File: config.mk
export PLATFORM = sky130hd
export DESIGN_NAME = pipelined_cla_adder
export DESIGN_NICKNAME = d
export VERILOG_FILES = /design/src/rtl/pipelined_cla_adder.sv
export SDC_FILE = /design/constraint.sdc
export NUM_CORES = 1
export LEC_CHECK = 0
export CORE_ASPECT_RATIO = 2
export CORE_MARGIN = 8
export CORE_UTILIZATION = 35
export DETAILED_ROUTE_END_ITERATION = 12
export GPL_TIMING_DRIVEN = 1
export REMOVE_ABC_BUFFERS = 1
export SLEW_MARGIN = 10
export SYNTH_ARGS = -nofsm -noshare
export SYNTH_HDL_FRONTEND = slang
export SYNTH_SLANG_ARGS = --single-unit
File: constraint.sdc
create_clock -name clk -period 5.8 [get_ports clk]
set_clock_uncertainty 0.1 [all_clocks]
set_input_delay 0.58 -clock clk [delete_from_list [all_inputs] [get_ports clk]]
set_output_delay 0.58 -clock clk [all_outputs]
set_load 0.1 [all_outputs]
File: src/rtl/pipelined_cla_adder.sv
// Pipelined multi-segment carry-lookahead adder/subtractor.
// Ports: clk, rst, in_valid/in_ready, A, B, cin, sub, out_valid/out_ready, sum, cout, ovf.
module pipelined_cla_adder #(
  parameter int WIDTH  = 32,
  parameter int STAGES = 4
) (
  input  logic             clk,
  input  logic             rst,
  input  logic             in_valid,
  output logic             in_ready,
  input  logic [WIDTH-1:0] A,
  input  logic [WIDTH-1:0] B,
  input  logic             cin,
  input  logic             sub,
  output logic             out_valid,
  input  logic             out_ready,
  output logic [WIDTH-1:0] sum,
  output logic             cout,
  output logic             ovf
);

  localparam int SEG  = WIDTH / STAGES;
  localparam int NGRP = SEG / 4;

  // Returns {carry into segment MSB, carry out, segment sum}.
  function automatic logic [SEG+1:0] cla_seg(
    input logic [SEG-1:0] a,
    input logic [SEG-1:0] b,
    input logic           ci
  );
    logic [SEG-1:0] p;
    logic [SEG-1:0] g;
    logic [SEG-1:0] s;
    logic [SEG:0]   c;
    logic [NGRP:0]  gc;
    logic [3:0]     pj;
    logic [3:0]     gj;
    logic           grp_p;
    logic           grp_g;
    p     = a ^ b;
    g     = a & b;
    c     = '0;
    gc    = '0;
    gc[0] = ci;
    for (int j = 0; j < NGRP; j++) begin
      pj    = p[4*j +: 4];
      gj    = g[4*j +: 4];
      grp_p = &pj;
      grp_g = gj[3]
            | (pj[3] & gj[2])
            | (pj[3] & pj[2] & gj[1])
            | (pj[3] & pj[2] & pj[1] & gj[0]);
      // Block lookahead: group carry from group P/G.
      gc[j+1]    = grp_g | (grp_p & gc[j]);
      c[4*j]     = gc[j];
      c[4*j + 1] = gj[0] | (pj[0] & gc[j]);
      c[4*j + 2] = gj[1] | (pj[1] & gj[0])
                 | (pj[1] & pj[0] & gc[j]);
      c[4*j + 3] = gj[2] | (pj[2] & gj[1])
                 | (pj[2] & pj[1] & gj[0])
                 | (pj[2] & pj[1] & pj[0] & gc[j]);
    end
    c[SEG] = gc[NGRP];
    s      = p ^ c[SEG-1:0];
    return {c[SEG-1], c[SEG], s};
  endfunction

  logic [STAGES-1:0] v_q;
  logic [STAGES-1:0] c_q;
  logic [WIDTH-1:0]  a_q [STAGES];
  logic [WIDTH-1:0]  b_q [STAGES];
  logic [WIDTH-1:0]  s_q [STAGES];
  logic [WIDTH-1:0]  s_d [STAGES];
  logic [SEG+1:0]    res [STAGES];

  logic             ov_q;
  logic [WIDTH-1:0] sum_q;
  logic             cout_q;
  logic             ovf_q;
  logic             stall;

  assign stall     = ov_q & ~out_ready;
  assign in_ready  = ~stall;
  assign out_valid = ov_q;
  assign sum       = sum_q;
  assign cout      = cout_q;
  assign ovf       = ovf_q;

  // Stage k resolves segment k; s_d[k] is its partial sum
  // with segments 0..k complete.
  always_comb begin
    for (int k = 0; k < STAGES; k++) begin
      res[k] = cla_seg(a_q[k][k*SEG +: SEG],
                       b_q[k][k*SEG +: SEG],
                       c_q[k]);
      s_d[k] = s_q[k];
      s_d[k][k*SEG +: SEG] = res[k][SEG-1:0];
    end
  end

  always_ff @(posedge clk) begin
    if (rst) begin
      v_q    <= '0;
      c_q    <= '0;
      ov_q   <= 1'b0;
      sum_q  <= '0;
      cout_q <= 1'b0;
      ovf_q  <= 1'b0;
      for (int k = 0; k < STAGES; k++) begin
        a_q[k] <= '0;
        b_q[k] <= '0;
        s_q[k] <= '0;
      end
    end else if (!stall) begin
      v_q[0] <= in_valid;
      a_q[0] <= A;
      b_q[0] <= sub ? ~B : B;
      c_q[0] <= sub | cin;
      s_q[0] <= '0;
      for (int k = 1; k < STAGES; k++) begin
        v_q[k] <= v_q[k-1];
        a_q[k] <= a_q[k-1];
        b_q[k] <= b_q[k-1];
        s_q[k] <= s_d[k-1];
        c_q[k] <= res[k-1][SEG];
      end
      ov_q   <= v_q[STAGES-1];
      sum_q  <= s_d[STAGES-1];
      cout_q <= res[STAGES-1][SEG];
      ovf_q  <= res[STAGES-1][SEG+1]
              ^ res[STAGES-1][SEG];
    end
  end

endmodule
==> results_dict.tcl, run 1 <==
set metrics [dict create \
    status "completed" \
    rsz0062_at_grt "no" \
    powerDensity_mw_per_mm2 300 \
    grtUsageTotal_pct 9.75 \
    mostFrequentLayoutCell "edfxtp_1" \
    synthTopCellsByArea "edfxtp_1 59%, and2_1 9.2%, dfxtp_1 8.2%, ha_1 3.8%, xnor2_1 3.2%" \
    ys_seq_area_share_pct 67.5 \
    cts_buffer_depth 3 \
    fp-row-count 90 \
    critPathMostFrequentCell "clkdlybuf4s50_1" \
    maxSlewHeadroom_pct 27.4 \
    drive_gt1_share_pct 5.90 \
    finalPower_mw 3.81 \
    start_kind "input pin" \
    first_iter_violations 247 \
    finalSetupViolations 0 \
    routed_wirelength_mm 17.7 \
    setup_slack_ns 2.13 \
    cp_max_fo 42 \
    fmax_mhz 273 \
    final_cell_mix "208 x edfxtp_1, 155 x and2_1, 103 x clkdlybuf4s50_1" \
    gr-total-overflow 0 \
    cts_sinks 251 \
    area_growth_pct 20.4 \
    p_int_mw 3.00 \
    synth_top_area_cell "edfxtp_1" \
    post_cts_buffers 0 \
    crit_type "in2out" \
    n_antenna_cell 0 \
    finalCriticalPeriod_ns 3.67 \
    coreArea_mm2 0.0298 \
    switching_share_pct 21.2 \
    crit_path_end_kind "output pin" \
    cts_made_buffers 23 \
    initial_core_util_pct 35.3 \
    firstDrtPassIters 4 \
    final_util_pct 42.5 \
    leakage_nw 5.02 \
    crit_path_start "out_ready" \
    clkLatencyLatePin_ns 0.51 \
    required_ns 5.12 \
    switchingPower_mw 0.806 \
    worstPathArrival_ns 2.99 \
    hold_viol_final 0 \
    finalMaxSlewViolations 0 \
    ir_worst_vdd_mv 0.177 \
    clk_pin_slew_ns 0.06 \
    via_per_inst 4.46 \
    hold_class "reg2reg" \
    die_w_um 139 \
    cts_root_buf "clkbuf_16" \
    ys.warnings.count 0 \
    tightest_slew_ns 1.09 \
    antenna_found_initial 0 \
    dieArea_mm2 0.0362 \
    ys_seq_elements 251 \
    grt_pass1_vias 5905 \
    dp_hpwl_mm 11.0 \
    fin_nets 1009 \
    fin_crit_sh_pct 63.2 \
    die_y_um 261 \
    drc 0 \
    cts_tree "yes" \
    cap_violations 0 \
    pwr-share-clk_pct 38.3 \
    min_from "sum[0]$_SDFFE_PP0N_" \
    dp_slack_ns 2.02 \
    synth_top_area_share_pct 59.4 \
    whs_ns 0.347 \
    cpPeakStageDelay_ns 1.22 \
    ant_nets 0 \
    numPortBuffers 105 \
    grt_pass1_wl_mm 29.3 \
    p_seq_share_pct 54.3 \
    cp_slowest_cell "clkdlybuf4s50_1" \
    vias 5731 \
    cts_resized 0 \
    place_congestion 0.721 \
    hold_buffers 0 \
    pwr-share-comb_pct 7.5 \
    synth_area_per_cell_um2 13.1 \
    crit-reg2reg-launch "out_valid$_SDFFE_PP0N_" \
    path_cells "clkdlybuf4s50_1 -> nor2b_4 -> buf_4 -> inv_2 -> clkdlybuf4s50_1" \
    wire_per_inst_um 13.8 \
    htree_levels 1 \
    grt_max_degree 165 \
    syn_inst 802 \
    ios 106 \
    syn-cell-area_mm2 0.0105 \
    synth.distinct_cells 42 \
]
[per-stage QoR]
step	cell area [um2]	instances	TNS [ns]
2_1_floorplan	10400	761	-415.18
3_3_place_gp	12000	1242	0
3_5_place_dp	12000	1242	0
4_1_cts	12700	1284	0
5_1_grt	12700	1284	0
6_report	12700	1284	0
[cell usage after synthesis (all sizes together)]
cell	instances
o41ai	2
nand2b	2
o21bai	1
xor2	11
dfxtp	43
o21ai	6
nor2b	4
nor3b	1
inv	20
fa	8
nand3b	1
o31ai	1
or2	2
a21oi	47
and2	155
o211ai	6
buf	5
a211o	1
o21a	1
a211oi	7
a221o	1
a22oi	3
nand2	71
a32oi	2
a31oi	1
nand4b	2
nor2	66
a311oi	2
mux2i	2
nor3	1
clkbuf	36
o21ba	1
ha	32
and3	2
or3	4
edfxtp	208
a21o	5
xnor2	39
[power groups by stage]
stage | Clock (mW) | Combinational, mW | Sequential (mW)
finish | 1.46 | 0.284 | 2.07
global route | 1.57 | 0.315 | 2.08
detailed placement | 0 | 0.288 | 2.11
floorplan | 0 | 0.131 | 2.15
global placement | 0 | 0.283 | 2.10
CTS | 1.51 | 0.290 | 2.07
[sequential cells by signal (all words and copies together) (netlist names)]
| signal | count |
|---|---|
| a_q | 80 |
| ovf | 1 |
| c_q | 4 |
| sum | 32 |
| v_q | 4 |
| b_q | 80 |
| s_q | 48 |
| cout | 1 |
| out_valid | 1 |
[cell type report]
class                   count  area, um2
clock buffers              36        664
clock inverters             6       57.6
fillers                  2747      17200
inverters                  20       82.6
multi-input cells         490       3200
flip-flops and latches    251       7110
well taps                 368        460
repair buffers            113       1100
[cells by family (layout without fill, tap and decap cells)]
logic type | Yosys count | in the layout | synth area share (%)
flops | 251 | 251 | 67.5
mux | 2 | 2 | 0.190
xor+xnor | 50 | 50 | 4.16
fa+ha+maj | 40 | 40 | 5.33
compound gates | 87 | 87 | 5.26
buf+inv | 61 | 175 | 2.21
simple gates | 311 | 311 | 15.3
[worst paths after layout]
kind	end	cells after the start	slack, ns
max	in_ready	5	2.13
min reg2reg	sum[0]$_SDFFE_PP0N_	2	0.35
min	sum[0]$_SDFFE_PP0N_	2	0.35
max reg2reg	b_q[1][12]$_SDFFCE_PN0P_	6	2.82
[worst max-delay path: cells and delay by family]
family / cells / cell delay, ns
buffers and inverters: 4 / 2.35
and+or+nand+nor: 1 / 0.04
[routing by layer]
layer / vias up / wire length [um] / GRT usage, %
met5: - / 0 / 0
met3: 21 / 879 / 2.31
met1: 2650 / 7810 / 11.2
met4: 0 / 377 / 3.78
li1: 2942 / - / -
met2: 118 / 8610 / 17.2
(Power assumes the default switching activity.)
==> inputs of run 2 (changes only) <==
==> constraint.sdc (replaced) <==
create_clock -name clk -period 3.5 [get_ports clk]
set_clock_uncertainty 0.1 [all_clocks]
set_input_delay 0.35 -clock clk [delete_from_list [all_inputs] [get_ports clk]]
set_output_delay 0.35 -clock clk [all_outputs]
set_load 0.1 [all_outputs]
==> run 2 against run 1 <==
  * Global-route usage about the same
  * Via count grew 0.85%
  * Clock-buffer cell count decreased by 10
  * Critical path depth increased by 2
  * Highest routed layer unchanged
  * Sequential share of layout area shrank 0.67 points
==> results_dict.tcl, run 2 (synthesis results as in run 1) <==
set metrics [dict create \
    status "completed" \
    cts_tree "yes" \
    htree_levels 1 \
    drc 0 \
    grt_max_degree 128 \
    first_iter_violations 302 \
    mostFrequentLayoutCell "edfxtp_1" \
    maxSlewHeadroom_pct 29.3 \
    start_kind "register" \
    finalSetupViolations 0 \
    fin_crit_sh_pct 73.9 \
    cap_violations 0 \
    routed_wirelength_mm 17.8 \
    grt_pass1_wl_mm 29.3 \
    vias 5780 \
    cts_sinks 251 \
    crit_type "reg2reg" \
    cts_root_buf "clkbuf_16" \
    hold_buffers 0 \
    numPortBuffers 105 \
    finalPower_mw 6.62 \
    fin_cells 1286 \
    clk_pin_slew_ns 0.07 \
    hold_viol_final 0 \
    n_antenna_cell 0 \
    cts_resized 0 \
    clkLatencyLatePin_ns 0.51 \
    crit_path_start "a_q[2][18]$_SDFFCE_PN0P_" \
    worstPathArrival_ns 2.74 \
    tightest_slew_ns 1.06 \
    drive_gt1_share_pct 6.75 \
    finalMaxSlewViolations 0 \
    cts_made_buffers 23 \
    reg_top3 "a_q: 80 flops, b_q: 80 flops, s_q: 48 flops" \
    ir_worst_vdd_mv 0.301 \
    fin_tns_setup_ns 0 \
    place_congestion 0.732 \
    grt_pass1_vias 5991 \
    ios 106 \
    r2r_slack_ns 0.91 \
    fp-row-count 90 \
    post_cts_buffers 0 \
    crit_path_end_kind "register" \
    firstDrtPassIters 4 \
    reg2reg_depth 7 \
    fmax_mhz 387 \
    dpl.cell_count 1245 \
    gr-total-overflow 0 \
    coreArea_mm2 0.0298 \
    grtUsageTotal_pct 9.77 \
    area_growth_pct 21.9 \
    cts_buffer_depth 3 \
    ant_nets 0 \
    antenna_found_initial 0 \
    powerDensity_mw_per_mm2 516 \
    worstHoldPathCells 2 \
    min_from "rst" \
    wire_per_inst_um 13.9 \
    final_cell_mix "208 x edfxtp_1, 155 x and2_1, 102 x clkdlybuf4s50_1" \
    die_y_um 261 \
    hold_class "in2reg" \
    required_ns 3.66 \
    fin_nets 1012 \
    finalCriticalPeriod_ns 2.59 \
    hold_end "sum[12]$_SDFFE_PP0N_" \
    cp_max_fo 4 \
    dp_hpwl_mm 11.8 \
    dieArea_mm2 0.0362 \
    r2r_end "s_q[3][21]$_SDFFCE_PN0P_" \
    rsz0062_at_grt "no" \
    via_per_inst 4.49 \
    leakage_nw 5.09 \
    die_w_um 139 \
    crit-reg2reg-launch "a_q[2][18]$_SDFFCE_PN0P_" \
    initial_core_util_pct 35.3 \
    final_util_pct 43.0 \
]
-- run 2: changes by cell type in the layout (fill, tap and decap cells not counted), sizes merged --
cell | before | now
buf | 10 | 14
clkbuf | 36 | 26
clkinv | 4 | 5
clkdlybuf4s50 | 103 | 102
bufinv | 1 | 6
clkinvlp | 0 | 3
-- run 2: final cells by class --
cell class | count | area [um2]
clock inverters | 15 | 231
well taps | 368 | 460
flip-flops and latches | 251 | 7110
multi-input cells | 490 | 3200
repair buffers | 116 | 1160
fillers | 2701 | 17000
inverters | 20 | 82.6
clock buffers | 26 | 587
-- run 2: through the flow --
stage / hold slack, ns / setup WS (ns) / instance area [um2]
floorplan: 0.319 / -4.30 / 10400
global placement: 0.338 / 0.784 / 12000
detailed placement: 0.344 / 0.745 / 12000
CTS: 0.0937 / 0.917 / 12800
global route: 0.0976 / 0.705 / 12800
finish: 0.103 / 0.915 / 12800
-- run 2: layer usage --
layer,GRT usage [%],routed length [um],up-vias
met4,3.69,405,0
met5,0,0,-
met1,11.2,7700,2687
met2,17.4,8810,118
met3,2.27,896,22
li1,-,-,2953
-- run 2: worst max-delay path by stage --
| stage | cells past startpoint | to | slack [ns] |
|---|---|---|---|
| 5_1_grt | 8 | sum[29]$_SDFFE_PP0N_ | 0.71 |
| 3_5_place_dp | 6 | a_q[1][29]$_SDFFCE_PN0P_ | 0.74 |
| 6_report | 7 | s_q[3][21]$_SDFFCE_PN0P_ | 0.91 |
| 4_1_cts | 7 | s_q[3][21]$_SDFFCE_PN0P_ | 0.92 |
| 3_3_place_gp | 6 | a_q[0][12]$_SDFFCE_PN0P_ | 0.78 |
| 2_1_floorplan | 4 | a_q[0][0]$_SDFFCE_PN0P_ | -4.30 |
-- run 2: critical path: stages (launching register included) --
cell      delay, ns
edfxtp_1       0.37
ha_1           0.35
and3_1         0.18
a221o_2        0.42
or2_2          0.30
fa_1           0.38
xnor2_1        0.16
nor2_1         0.05
-- run 2: power by group --
group          internal, mW  leakage, nW  switching [mW]
registers              3.38         2.83          0.0413
logic                 0.216         1.87           0.262
clock network          1.65        0.392            1.06
total                  5.25         5.09            1.37
